## src/rtl/sct_arbiter.sv

```systemverilog
// N-channel grant arbiter with fixed-priority or round-robin selection,
// bounded hold time and a saturating timeout counter.
module sct_arbiter #(
  parameter int N        = 5,
  parameter int MODE     = 0,
  parameter int HOLD_MAX = 15
) (
  input  logic                 clk,
  input  logic                 rst,
  input  logic                 gate_en,
  input  logic [N-1:0]         req,
  input  logic                 release_grant,
  output logic [N-1:0]         grant,
  output logic [$clog2(N)-1:0] grant_id,
  output logic                 busy,
  output logic                 timeout,
  output logic [7:0]           timeout_cnt
);

  localparam int IDW = $clog2(N);
  localparam int HW  = $clog2(HOLD_MAX + 1);

  localparam logic [0:0] IDLE  = 1'b0;
  localparam logic [0:0] GRANT = 1'b1;

  logic [0:0]     state;
  logic [HW-1:0]  hold;
  logic [IDW-1:0] rr_ptr;
  logic [IDW-1:0] win;
  logic [N-1:0]   win_oh;
  logic           found;
  int             k;

  // Scan order starts just past the last winner in round-robin mode.
  always_comb begin
    win   = '0;
    found = 1'b0;
    k     = 0;
    for (int i = 0; i < N; i++) begin
      k = (MODE == 1) ? (int'(rr_ptr) + 1 + i) % N : i;
      if (!found && req[k[IDW-1:0]]) begin
        win   = k[IDW-1:0];
        found = 1'b1;
      end
    end
  end

  always_comb begin
    win_oh      = '0;
    win_oh[win] = 1'b1;
  end

  always_ff @(posedge clk or posedge rst) begin
    if (rst) begin
      state       <= IDLE;
      grant       <= '0;
      grant_id    <= '0;
      busy        <= 1'b0;
      timeout     <= 1'b0;
      timeout_cnt <= '0;
      hold        <= '0;
      rr_ptr      <= IDW'(N - 1);
    end else begin
      timeout <= 1'b0;
      case (state)
        IDLE: begin
          if (gate_en && found) begin
            state    <= GRANT;
            grant    <= win_oh;
            grant_id <= win;
            busy     <= 1'b1;
            hold     <= '0;
            rr_ptr   <= win;
          end
        end
        GRANT: begin
          hold <= hold + HW'(1);
          if (!gate_en || release_grant || !req[grant_id]) begin
            state <= IDLE;
            grant <= '0;
            busy  <= 1'b0;
          end else if (hold == HW'(HOLD_MAX - 1)) begin
            state   <= IDLE;
            grant   <= '0;
            busy    <= 1'b0;
            timeout <= 1'b1;
            if (timeout_cnt != 8'hFF)
              timeout_cnt <= timeout_cnt + 8'd1;
          end
        end
        default: state <= IDLE;
      endcase
    end
  end

endmodule
```

## config.mk

```make
export PLATFORM = sky130hd
export DESIGN_NAME = sct_arbiter
export DESIGN_NICKNAME = d
export VERILOG_FILES = /design/src/rtl/sct_arbiter.sv
export SDC_FILE = /design/constraint.sdc
export NUM_CORES = 1
export LEC_CHECK = 0
export ABC_AREA = 0
export BUFFER_PORTS_ARGS = -buffer_cell sky130_fd_sc_hd__buf_4
export CAP_MARGIN = 20
export CORE_MARGIN = 5
export CORE_UTILIZATION = 39
export DETAILED_ROUTE_END_ITERATION = 8
export PLACE_DENSITY = 0.66
export SKIP_CTS_REPAIR_TIMING = 1
export SLEW_MARGIN = 25
export SYNTH_ARGS = -nofsm -noshare
export SYNTH_HDL_FRONTEND = slang
export SYNTH_SLANG_ARGS = --single-unit
```

## constraint.sdc

```tcl
create_clock -name clk -period 5 [get_ports clk]
set_clock_uncertainty 0.1 [all_clocks]
set_input_delay 0.75 -clock clk [delete_from_list [all_inputs] [get_ports clk]]
set_output_delay 0.75 -clock clk [all_outputs]
set_load 0.01 [all_outputs]
```

==> run_results.csv <==
group,metric,value,unit
outcome,outcome,"finished, final reports clean",
die,core-area,3030,um^2
power,powerDensity,253,nW/um^2
power,leakage,0.713,nW
synthesis,syn_inst,116,
finish,syn_to_final_growth,21.9,%
synthesis,ys_types,39,
routing,drt_drc_violations_left,0,
sta,hold_viol,0,
placement,dp_cells,184,
global_routing,grt_pass1_wl,4420,um
routing,drtIter0Drc,52,
critical_path,end_kind,"register",
critical_path,path_class,"in -> reg",
clocking,clk_latency,300,ps
clocking,clk_pin_slew,120,ps
sta,worstMarginPinSlew,834,ps
synthesis,synth_top_family_by_area,"simple AND/OR/NAND/NOR gates",
finish,drive_gt1_share,25.7,%
die,die_y,65.8,um
run,cap_viol_max_count,0,
critical_path,cp.arrival,2300,ps
synthesis,ys_async_sr_fraction,100,%
sta,setup_viol,0,
power,ir_drop,0.139,mV
global_routing,grt_max_degree,24,
synthesis,synth-compound-area-share,17.4,%
finish,fill_cells,277,
synthesis,yosys.area_share.adder,3.09,%
global_routing,grt.total_usage,12.8,%
placement,numPortBuffers,26,
synthesis,synthTopCellsByCount,"dfrtp_1, inv_1, and3_1, o21ai_1, nand2_1",
synthesis,synthSimpleGateAreaFrac,19.1,%
finish,stdcell_area,1480,um^2
placement,place_area,1450,um^2
critical_path,crit_path_start_kind,"input pin",
routing,first_pass_iters,4,
routing,wirelength,2520,um
routing,routedWlPerCell,13.4,um
sta,setup_tns,0,ps
min_path,hp-class,"reg -> reg",
global_routing,grt_pass1_vias,948,
finish,diodes,0,
sta,hold_ws,384,ps
synthesis,synth_most_common_cell,"dfrtp_1",
synthesis,muxShareOfSynthArea,6.70,%
die,rows,20,
clocking,numClockSinks,23,
sta,drv_slew,0,
clocking,cts_tree,"built",
synthesis,synth_top_area_share,47.4,%
synthesis,synth_xor_area_share,2.89,%
routing,num_vias,995,
synthesis,synth_nets,128,
sta,relSlewSlack,44.3,%
placement,globalplace.congestion,0.835,
routing,vias_per_cell,5.29,
synthesis,synth_top_flop_cell,"dfrtp_1",
sta,clock.fmax,454,MHz
synthesis,ys_warn_count,0,
synthesis,ys_seq_area_share,47.4,%
clocking,htree_num_levels,1,
synthesis,syn_area,1210,um^2
clocking,numCtsBuffers,3,
critical_path,path_max_fanout,11,
global_routing,grt_remaining_overflow,0,
finish,finalNonFillerCells,188,
global_routing,antenna_found_initial,0,
die,ios,27,
clocking,clockRootBuffer,"clkbuf_4",
routing,ant_nets,0,
synthesis,synth.top_cells.by_area,"dfrtp_1, and3_1, mux2i_1",
sta,grt_setup_unrepaired,"no",
clocking,clk_path_buf_depth,2,
finish,nNetsFinal,157,
critical_path,crit_required,5100,ps
sta,finalCritPeriodShare,44.1,%
synthesis,synth_seq_cells,23,
die,initial_utilization,40.1,%
die,die_w,65.8,um
synthesis,synth_area_leader_cell,"dfrtp_1",
sta,period_minus_slack,2200,ps
synthesis,synth_enable_flop_cells,0,
synthesis,syn_avg_cell_area,10.5,um^2
placement,hpwl,1920,um
die,die_area,4330,um^2
-- through the flow --
stage                     utilization [%]  power (mW)  setup slack, ps
after CTS                            48.8       0.382             2800
after global routing                 48.8       0.399             2740
after floorplan                         -       0.264             2940
after detailed placement             48.0       0.295             2470
final                                48.8       0.374             2800
after global placement               48.0       0.293             2510
-- final timing paths --
check	startpoint	depth (start not counted)	end	slack (ps)
worst max-delay path	req[1]	5	grant[3]	2800
worst min-delay path	hold[3]	1	hold[3]	380
worst max register to register	hold[0]	6	timeout_cnt[1]	2990
worst min register to register	hold[3]	1	hold[3]	380
max in group asynchronous	rst	2	grant_id[0]	3790
min in group asynchronous	rst	2	hold[1]	500
-- critical path: stages --
cell     delay (ps)
buf_4           140
or4_4           540
o21ai_2         360
a32oi_2         160
mux2_4          340
-- cells in the final DEF (no fill, tap or decap), drive strengths merged, types with 4 or more instances in the layout --
cell	instances
o21ai	10
a31oi	5
buf	26
a21oi	5
clkbuf	4
nand3	6
and3	7
nand2	6
nand4	5
inv	8
dfrtp	23
mux2i	4
-- flip-flops by register name, summed over array words and instances (netlist names) --
name	count
busy	1
timeout_cnt	8
hold	4
grant	5
timeout	1
grant_id	3
state	1
-- cell families (layout without fill, tap and decap cells) --
group	after synthesis	count (layout)
simple gates	39	39
compound gates	30	30
flops	23	23
buf+inv	10	38
mux	7	7
xor+xnor	4	4
fa+ha+maj	3	3
-- layer usage --
metal | up-vias | part of all wire [%] | track usage [%]
li1 | 490 | - | -
met1 | 482 | 48 | 17.3
met2 | 21 | 48 | 20.0
met3 | 2 | 4.0 | 3.23
met4 | 0 | 0.40 | 3.63
met5 | - | 0 | 0
-- report_power, final --
group | total (mW) | leakage [nW] | internal (mW) | switching, mW
Combinational | 0.0725 | 0.392 | 0.0323 | 0.0401
Sequential | 0.218 | 0.306 | 0.199 | 0.0185
Clock | 0.0839 | 0.0150 | 0.0311 | 0.0528
Total | 0.374 | 0.713 | 0.263 | 0.111
-- area by class of cell --
class | count | area [um^2] | area share [%]
tap | 44 | 55.1 | 3.72
multi-input combinational | 83 | 597 | 40.4
sequential | 23 | 576 | 38.9
inverter | 8 | 30.0 | 2.03
timing repair buffer | 26 | 195 | 13.2
clock buffer | 4 | 26.3 | 1.78
Note: power is estimated with default switching activity, not from simulation.
